[src/rtl/uart_rx_param.sv]
// Parametrised oversampling UART receiver: start/data/optional parity/1-2 stop bits,
// mid-bit sampling on baud_tick, one-deep valid/ready output register with per-word flags.

// state  | meaning
// IDLE   | line idle, waiting for a low sample on a baud_tick
// START  | half a bit period in, confirming the start bit
// DATA   | sampling DATA_BITS data bits, LSB first
// PARITY | sampling the parity bit (even/odd modes only)
// STOP   | sampling one or two stop bits, then delivering the word
module uart_rx_param #(
    parameter int DATA_BITS   = 8,
    parameter int OVERSAMPLE  = 16,
    parameter int SYNC_STAGES = 2
) (
    input  logic                 clk,
    input  logic                 rst,
    input  logic                 baud_tick,
    input  logic                 rxd,
    input  logic [1:0]           parity_mode,
    input  logic                 two_stop,
    output logic [DATA_BITS-1:0] rx_data,
    output logic                 rx_valid,
    input  logic                 rx_ready,
    output logic                 parity_error,
    output logic                 frame_error,
    output logic                 overrun,
    output logic                 busy
);

    localparam int TW = $clog2(OVERSAMPLE);
    localparam int BW = $clog2(DATA_BITS);
    localparam logic [TW-1:0] HALF_LOAD = TW'(OVERSAMPLE / 2 - 1);
    localparam logic [TW-1:0] FULL_LOAD = TW'(OVERSAMPLE - 1);
    localparam logic [BW-1:0] BITS_LOAD = BW'(DATA_BITS - 1);

    typedef enum logic [2:0] {
        IDLE   = 3'd0,
        START  = 3'd1,
        DATA   = 3'd2,
        PARITY = 3'd3,
        STOP   = 3'd4
    } state_t;

    state_t                 state;
    state_t                 state_nxt;
    logic [SYNC_STAGES-1:0] sync;
    logic                   rs;
    logic [TW-1:0]          tick_cnt;
    logic [BW-1:0]          bit_cnt;
    logic [DATA_BITS-1:0]   shift_reg;
    logic                   par_en_q;
    logic                   par_odd_q;
    logic                   stop_left;
    logic                   par_err_q;
    logic                   frame_err_q;

    logic                   smp;
    logic                   start_det;
    logic                   start_ok;
    logic                   data_smp;
    logic                   par_smp;
    logic                   stop_smp;
    logic                   frame_done;

    // rxd is asynchronous; only the last synchroniser stage is used downstream.
    always_ff @(posedge clk or posedge rst) begin
        if (rst) begin
            sync <= '1;
        end else begin
            sync <= {sync[SYNC_STAGES-2:0], rxd};
        end
    end

    assign rs  = sync[SYNC_STAGES-1];
    assign smp = baud_tick && (tick_cnt == '0);

    always_ff @(posedge clk or posedge rst) begin
        if (rst) begin
            state <= IDLE;
        end else begin
            state <= state_nxt;
        end
    end

    always_comb begin
        state_nxt  = state;
        start_det  = 1'b0;
        start_ok   = 1'b0;
        data_smp   = 1'b0;
        par_smp    = 1'b0;
        stop_smp   = 1'b0;
        frame_done = 1'b0;
        case (state)
            IDLE: begin
                if (baud_tick && !rs) begin
                    start_det = 1'b1;
                    state_nxt = START;
                end
            end
            START: begin
                if (smp) begin
                    if (!rs) begin
                        start_ok  = 1'b1;
                        state_nxt = DATA;
                    end else begin
                        state_nxt = IDLE;
                    end
                end
            end
            DATA: begin
                if (smp) begin
                    data_smp = 1'b1;
                    if (bit_cnt == '0) begin
                        state_nxt = par_en_q ? PARITY : STOP;
                    end
                end
            end
            PARITY: begin
                if (smp) begin
                    par_smp   = 1'b1;
                    state_nxt = STOP;
                end
            end
            STOP: begin
                if (smp) begin
                    stop_smp = 1'b1;
                    if (!stop_left) begin
                        frame_done = 1'b1;
                        state_nxt  = IDLE;
                    end
                end
            end
            default: state_nxt = IDLE;
        endcase
    end

    // Down-counting tick timer: first terminal count lands mid start bit,
    // later ones every full bit period after that.
    always_ff @(posedge clk or posedge rst) begin
        if (rst) begin
            tick_cnt <= '0;
        end else if (start_det) begin
            tick_cnt <= HALF_LOAD;
        end else if (baud_tick && (state != IDLE)) begin
            tick_cnt <= (tick_cnt == '0) ? FULL_LOAD : tick_cnt - 1'b1;
        end
    end

    always_ff @(posedge clk or posedge rst) begin
        if (rst) begin
            bit_cnt   <= '0;
            shift_reg <= '0;
        end else if (start_ok) begin
            bit_cnt <= BITS_LOAD;
        end else if (data_smp) begin
            shift_reg <= {rs, shift_reg[DATA_BITS-1:1]};
            if (bit_cnt != '0) begin
                bit_cnt <= bit_cnt - 1'b1;
            end
        end
    end

    // Frame configuration is captured once per frame at start-bit acceptance.
    always_ff @(posedge clk or posedge rst) begin
        if (rst) begin
            par_en_q    <= 1'b0;
            par_odd_q   <= 1'b0;
            stop_left   <= 1'b0;
            par_err_q   <= 1'b0;
            frame_err_q <= 1'b0;
        end else if (start_ok) begin
            par_en_q    <= (parity_mode == 2'b01) || (parity_mode == 2'b10);
            par_odd_q   <= (parity_mode == 2'b10);
            stop_left   <= two_stop;
            par_err_q   <= 1'b0;
            frame_err_q <= 1'b0;
        end else begin
            if (par_smp) begin
                par_err_q <= par_odd_q ? ((^shift_reg) == rs) : ((^shift_reg) != rs);
            end
            if (stop_smp) begin
                stop_left <= 1'b0;
                if (!rs) begin
                    frame_err_q <= 1'b1;
                end
            end
        end
    end

    always_ff @(posedge clk or posedge rst) begin
        if (rst) begin
            busy <= 1'b0;
        end else if (start_ok) begin
            busy <= 1'b1;
        end else if (frame_done) begin
            busy <= 1'b0;
        end
    end

    // The final stop sample is folded straight into the delivered frame_error.
    always_ff @(posedge clk or posedge rst) begin
        if (rst) begin
            rx_data      <= '0;
            rx_valid     <= 1'b0;
            parity_error <= 1'b0;
            frame_error  <= 1'b0;
            overrun      <= 1'b0;
        end else begin
            overrun <= 1'b0;
            if (frame_done) begin
                if (!rx_valid || rx_ready) begin
                    rx_data      <= shift_reg;
                    parity_error <= par_err_q;
                    frame_error  <= frame_err_q | ~rs;
                    rx_valid     <= 1'b1;
                end else begin
                    overrun <= 1'b1;
                end
            end else if (rx_valid && rx_ready) begin
                rx_valid <= 1'b0;
            end
        end
    end

endmodule
[config.mk]
export PLATFORM = sky130hd
export DESIGN_NAME = uart_rx_param
export DESIGN_NICKNAME = d
export VERILOG_FILES = /design/src/rtl/uart_rx_param.sv
export SDC_FILE = /design/constraint.sdc
export NUM_CORES = 1
export LEC_CHECK = 0
export ABC_CLOCK_PERIOD_IN_PS = 5600
export BUFFER_PORTS_ARGS = -buffer_cell sky130_fd_sc_hd__buf_2
export CAP_MARGIN = 20
export CELL_PAD_IN_SITES_DETAIL_PLACEMENT = 1
export CELL_PAD_IN_SITES_GLOBAL_PLACEMENT = 2
export CORE_AREA = 2 2 70 72
export CTS_CLUSTER_DIAMETER = 50
export DETAILED_ROUTE_END_ITERATION = 6
export DIE_AREA = 0 0 72 74
export PLACE_DENSITY_LB_ADDON = 0.1
export SLEW_MARGIN = 0
export SYNTH_ARGS = -nofsm -noshare
export SYNTH_HDL_FRONTEND = slang
export SYNTH_SLANG_ARGS = --single-unit
[constraint.sdc]
create_clock -name clk -period 5.6 [get_ports clk]
set_input_delay 0 -clock clk [delete_from_list [all_inputs] [get_ports clk]]
set_output_delay 0 -clock clk [all_outputs]
set_load 0.02 [all_outputs]
==> flow_summary.toml, run 1 <==
[global_routing]
grt_pass1_wl_um = 6175
grt_start_max_net_pins = 39
grt_util_all_layers = 0.1537
grt_pass1_vias = 1273
antenna_found_initial = 0
grt_overflow = 0

[placed_design]
gp_congestion = 0.7758
placed_area_um2 = 1957
post-dp-hpwl_um = 2446
io_buffers = 20

[cts]
cts_sinks = 38
clkTransAtPathRegs_ns = 0.07
cts_setup_buffers = 0
cts_tree = "yes"
clockBufferDepth = 2
root_buffer = "clkbuf_8"
cts-buffers-inserted = 5
h-tree-depth = 2
insertion_delay_ns = 0.28

[critical_path]
critPathKind = "reg2reg"
worstPathMaxFanout = 11
reg2reg_slack_ns = 3.46
start_kind = "register"
worstRegToRegCells = 6
worst_setup_path_end_kind = "register"
crit-reg2reg-launch = "tick_cnt[0]"
regToRegEndpoint = "rx_data[7]"
required_ns = 5.77
cp_data_arrival_time_ns = 2.31

[hold_path]
holdCritPathClass = "in2reg"
worstHoldEndpoint = "rx_valid"
hold_start = "rx_ready"
hold_depth = 3

[routing]
firstDrtPassIters = 3
num_vias = 1212
viasPerCell = 5.179
detail-route-antenna-nets = 0
drtIter0Drc = 64
wire_per_inst_um = 15.34
drc_errors = 0
wirelength_um = 3589

[pwr]
power_density_nw_per_um2 = 342.3
leakagePower_nw = 1.043
ir_worst_vdd_mv = 0.1289

[synthesis]
synthCells = 151
synth.avg_cell_area_um2 = 12.04
yosys_warnings = 0
synth_seq_area_share = 0.5244
syn-num-nets = 163
synth_seq_cells = 38
synth_cell_types = 41
syn_area_um2 = 1818

[job]
maxCapViolCount = 0

[final_layout]
fin_nets = 191
layout_common_cells = "dfrtp_1, buf_2, inv_1, nand2_1, mux2_2"
drive_gt1_frac = 0.3000
final_common_cell = "dfrtp_1"
num_antenna_cells = 0
area_delta_synth_final_pct = 15.69
stdcell_area_um2 = 2103

[sta]
hold_viol_final = 0
final_max_slew_viol_count = 0
tns_ns = 0
skew_ns = 0.004080
fin_crit_sh = 0.3814
post-route-min-period_ns = 2.136
clock.fmax_mhz = 468.2
tightest_slew_ns = 0.5007
relSlewSlack = 0.6662
rsz0062_at_grt = "false"
setup-violations-final = 0

[floorplanning]
die_height_um = 74
die_w_um = 72
rows = 25
die_area_um2 = 5328
ios = 21
core-area_um2 = 4598
start_util = 0.3954

[status]
status = "completed"
==> metal layers <==
metal | vias up | wire length, µm | global-route usage
met1 | 611 | 1668 | 0.1969
met4 | 0 | 34 | 0.05451
met5 | - | 0 | 0
met3 | 5 | 111 | 0.04472
met2 | 19 | 1775 | 0.2510
li1 | 577 | - | -
==> cells in the mapped netlist <==
library cell  instances  area [µm²]
a21bo_2               1       10.01
a21oi_1               3       15.01
a221oi_1              1       8.760
a31oi_1               3       18.77
a41oi_1               1       8.760
and4b_4               1       13.76
buf_12                1       20.02
buf_2                 1       5.000
buf_4                 2       15.01
clkbuf_1              1       3.750
dfrtp_1              36       900.9
dfstp_2               2       52.55
ha_1                  4       50.05
inv_1                11       41.29
mux2_2               10       112.6
mux2_4                8       120.1
mux2i_1               1       10.01
nand2_1              10       37.54
nand2_2               1       6.260
nand2b_1              3       18.77
nand3_1               7       35.03
nand3b_1              2       15.01
nand4b_1              1       8.760
nand4bb_1             1       11.26
nor2_1                9       33.78
nor3_1                1       5.000
nor3b_1               1       7.510
nor3b_4               1       18.77
nor4bb_1              1       10.01
o211ai_1              1       7.510
o21a_1                2       15.01
o21ai_0               7       35.03
o21ba_2               1       10.01
o21bai_1              1       7.510
o22ai_1               2       12.51
o41ai_1               1       8.760
or3_1                 1       6.260
or3b_2                1       8.760
xnor2_1               7       61.31
xnor3_1               1       22.52
xor2_1                1       8.760
==> final cells by class <==
cell class	instances	area (µm²)
Fill cell	510	2495
Sequential cell	38	953.4
Multi-Input combinational cell	97	779.5
Timing Repair Buffer	26	155.1
Clock buffer	7	76.32
Tap cell	54	67.56
Inverter	11	41.29
Clock inverter	1	30.03
==> cell families (layout without fill, tap and decap cells) <==
group           count (synthesis)  count (layout)  synth area share
compound gates                 24              24           0.08672
fa+ha+maj                       4               4           0.02753
mux                            19              19            0.1335
buf+inv                        16              45           0.04679
flops                          38              38            0.5244
xor+xnor                        9               9           0.05093
simple gates                   41              41            0.1301
==> worst max path at each step <==
stage | slack (ns) | endpoint | startpoint | depth (start not counted)
after floorplan | 3.70 | parity_error | tick_cnt[0] | 7
after global placement | 3.50 | rx_data[7] | tick_cnt[0] | 6
after detailed placement | 3.48 | rx_data[7] | tick_cnt[0] | 6
after CTS | 3.47 | par_odd_q | tick_cnt[0] | 6
after global routing | 3.35 | par_odd_q | tick_cnt[0] | 6
final | 3.46 | rx_data[7] | tick_cnt[0] | 6
==> worst max-delay path, cell delays in order (launching register included) <==
cell and delay [ns]:
dfrtp_1 0.43, inv_1 0.08, ha_1 0.25, nor4bb_1 0.29
buf_4 0.20, and4b_4 0.39, mux2_2 0.37
==> power breakdown <==
| group | switching (W) | internal [W] | total [W] |
|---|---|---|---|
| Combinational | 0.0000703 | 0.0000656 | 0.000136 |
| Clock | 0.0000939 | 0.000133 | 0.000227 |
| Sequential | 0.0000455 | 0.000311 | 0.000357 |
| Total | 0.000210 | 0.000510 | 0.000720 |
==> through the flow <==
| stage | cells | hold WS [ns] | worst slack (ns) | utilization | total power, W |
|---|---|---|---|---|---|
| global placement | 222 | 0.1051 | 3.504 | 0.4256 | 0.0004866 |
| finish | 234 | 0.02785 | 3.464 | 0.4574 | 0.0007199 |
| CTS | 234 | 0.02352 | 3.469 | 0.4574 | 0.0007320 |
| global route | 234 | 0.03263 | 3.346 | 0.4574 | 0.0007676 |
| floorplan | 151 | 0.004478 | 3.700 | - | 0.0004574 |
| detailed placement | 222 | 0.1128 | 3.481 | 0.4256 | 0.0004969 |
==> repair_timing <==
| action | CTS | global route |
|---|---|---|
| endpoints found under the hold margin | 39 | 0 |
| hold buffers | 4 | 0 |
| resized for setup | 0 | 0 |
No activity file was read; power rests on OpenSTA's default activity.
==> inputs of run 2 (changes only) <==
--- a/config.mk
+++ b/config.mk
@@ -5,15 +5,15 @@
 export SDC_FILE = /design/constraint.sdc
 export NUM_CORES = 1
 export LEC_CHECK = 0
-export ABC_CLOCK_PERIOD_IN_PS = 5600
+export ABC_CLOCK_PERIOD_IN_PS = 2000
 export BUFFER_PORTS_ARGS = -buffer_cell sky130_fd_sc_hd__buf_2
 export CAP_MARGIN = 20
 export CELL_PAD_IN_SITES_DETAIL_PLACEMENT = 1
 export CELL_PAD_IN_SITES_GLOBAL_PLACEMENT = 2
-export CORE_AREA = 2 2 70 72
+export CORE_AREA = 2 2 73 75
 export CTS_CLUSTER_DIAMETER = 50
 export DETAILED_ROUTE_END_ITERATION = 6
-export DIE_AREA = 0 0 72 74
+export DIE_AREA = 0 0 75 77
 export PLACE_DENSITY_LB_ADDON = 0.1
 export SLEW_MARGIN = 0
 export SYNTH_ARGS = -nofsm -noshare
==> constraint.sdc (replaced) <==
create_clock -name clk -period 2 [get_ports clk]
set_input_delay 0 -clock clk [delete_from_list [all_inputs] [get_ports clk]]
set_output_delay 0 -clock clk [all_outputs]
set_load 0.02 [all_outputs]
==> run 2 against run 1 <==
  * Final cell count is 9.8% higher
  * Core utilization is 2.1 points lower
  * Sequential power grew to 2.8 times the previous value
  * Clock power grew 140%
  * Global-route usage fell by 1.1 points
  * Sequential cell count stayed put
  * Critical path depth did not move
==> flow_summary.toml, run 2 (same netlist as run 1, synthesis figures left out) <==
[final_layout]
stdcell_area_um2 = 2173
area_delta_synth_final_pct = 19.55
final_common_cell = "dfrtp_1"
final_core_util = 0.4367
finalNonFillerCells = 257
drive_gt1_frac = 0.3422
fin_nets = 198
layout_common_cells = "dfrtp_1, buf_2, inv_1, nand2_1, mux2_2"
num_antenna_cells = 0

[cts]
clkTransAtPathRegs_ns = 0.07
cts_tree = "yes"
h-tree-depth = 2
clockBufferDepth = 2
cts-buffers-inserted = 5
cts_sinks = 38
insertion_delay_ns = 0.29
root_buffer = "clkbuf_8"

[critical_path]
cp_data_arrival_time_ns = 2.07
path_cells = "inv_1 > ha_1 > nor4bb_2 > buf_4 > and4b_4 > mux2_2"
worst_setup_path_end_kind = "register"
cpPeakStageDelay_ns = 0.41
worstPathMaxFanout = 8
start_kind = "register"
cpMaxStageDelayCell = "dfrtp_1"
required_ns = 2.17
critPathKind = "reg2reg"

[floorplanning]
die_area_um2 = 5775
die_w_um = 75
ios = 21
start_util = 0.3653
core-area_um2 = 4977
rows = 26
die_height_um = 77

[sta]
tightest_slew_ns = 0.4765
skew_ns = 0.005439
hold_viol_final = 0
fin_crit_sh = 0.9489
setup-violations-final = 0
clock.fmax_mhz = 526.9
post-route-min-period_ns = 1.898
final_max_slew_viol_count = 0
relSlewSlack = 0.6823

[placed_design]
post-dp-hpwl_um = 2552
placed_area_um2 = 2014
gp_congestion = 0.7396
dp_cells = 243
io_buffers = 20

[pwr]
ir_worst_vdd_mv = 0.3449
power_density_nw_per_um2 = 907.3
leakagePower_nw = 1.078

[routing]
wirelength_um = 3639
firstDrtPassIters = 2
drtIter0Drc = 28
wire_per_inst_um = 14.16
detail-route-antenna-nets = 0
drc_errors = 0
viasPerCell = 4.763
num_vias = 1224

[hold_path]
holdCritPathClass = "in2reg"

[global_routing]
grt_overflow = 0
grt_util_all_layers = 0.1428
grt_pass1_vias = 1297
grt_start_max_net_pins = 39
grt_pass1_wl_um = 6279
antenna_found_initial = 0

[status]
status = "completed"

[job]
maxCapViolCount = 0
[run 2: cell types whose count changed in the layout (fill, tap and decap cells not counted)]
| cell | previous run | this run |
|---|---|---|
| buf_4 | 2 | 9 |
| bufinv_16 | 1 | 0 |
| a221oi_1 | 1 | 0 |
| nor4bb_2 | 0 | 1 |
| a221oi_2 | 0 | 1 |
| clkbuf_8 | 5 | 6 |
| dlygate4sd3_1 | 4 | 3 |
| and4b_2 | 0 | 1 |
| nor4bb_1 | 1 | 0 |
[run 2: critical path: cells and delay by family (launching register included)]
family | cells | cell delay, ns
AND/OR/NAND/NOR | 2 | 0.60
flip-flops | 1 | 0.41
multiplexers | 1 | 0.35
buffers and inverters | 2 | 0.26
adder cells (fa/ha/maj) | 1 | 0.15
[run 2: what timing repair did]
action | 4_1_cts | 5_1_grt
cloned | 1 | 0
buffers inserted | 0 | 2
endpoints found under the setup margin | 1 | 2
gates resized for setup | 0 | 2
hold buffers | 3 | 0
pin swaps | 0 | 0
hold endpoints to repair | 38 | 0
[run 2: path summary, 6_finish.rpt]
check	slack [ns]	from	to	cells after the start
min in group asynchronous	0.37	rst	state[1]	4
max in group asynchronous	1.28	rst	sync[0]	4
worst max register to register	0.10	tick_cnt[1]	rx_data[7]	6
worst min-delay path	0.01	parity_mode[1]	par_en_q	3
worst max-delay path	0.10	tick_cnt[1]	rx_data[7]	6
worst min register to register	0.36	sync[0]	sync[1]	0
[run 2: stage by stage]
stage                  TNS, ns  power [W]  hold slack [ns]  setup WS [ns]
detailed placement   -0.007631   0.001427           0.1126      -0.007631
global placement             0   0.001388           0.1047        0.02751
floorplan                    0   0.001281         0.004478        0.09995
CTS                          0   0.001987         0.009573        0.04971
finish                       0   0.001972          0.01087         0.1021
global route        -0.0001197   0.002117          0.03140     -0.0001197
[run 2: cell type report]
cell class	count	area (µm²)
Inverter	11	41.29
Sequential cell	38	953.4
Multi-Input combinational cell	98	803.3
Tap cell	70	87.58
Timing Repair Buffer	32	197.7
Fill cell	558	2804
Clock buffer	8	90.09
[run 2: where the power goes]
group | switching (W) | total (W) | internal (W)
Clock | 0.000263 | 0.000544 | 0.000281
Sequential | 0.000122 | 0.000994 | 0.000872
Combinational | 0.000221 | 0.000433 | 0.000213
[run 2: per-layer routing]
metal / vias to the layer above / wire [µm] / part of all wire / track usage
met4: 0 / 59 / 0.016 / 0.04821
met1: 607 / 1669 / 0.46 / 0.1875
met2: 16 / 1769 / 0.49 / 0.2228
li1: 595 / - / - / -
met5: - / 0 / 0 / 0
met3: 6 / 141 / 0.039 / 0.04074
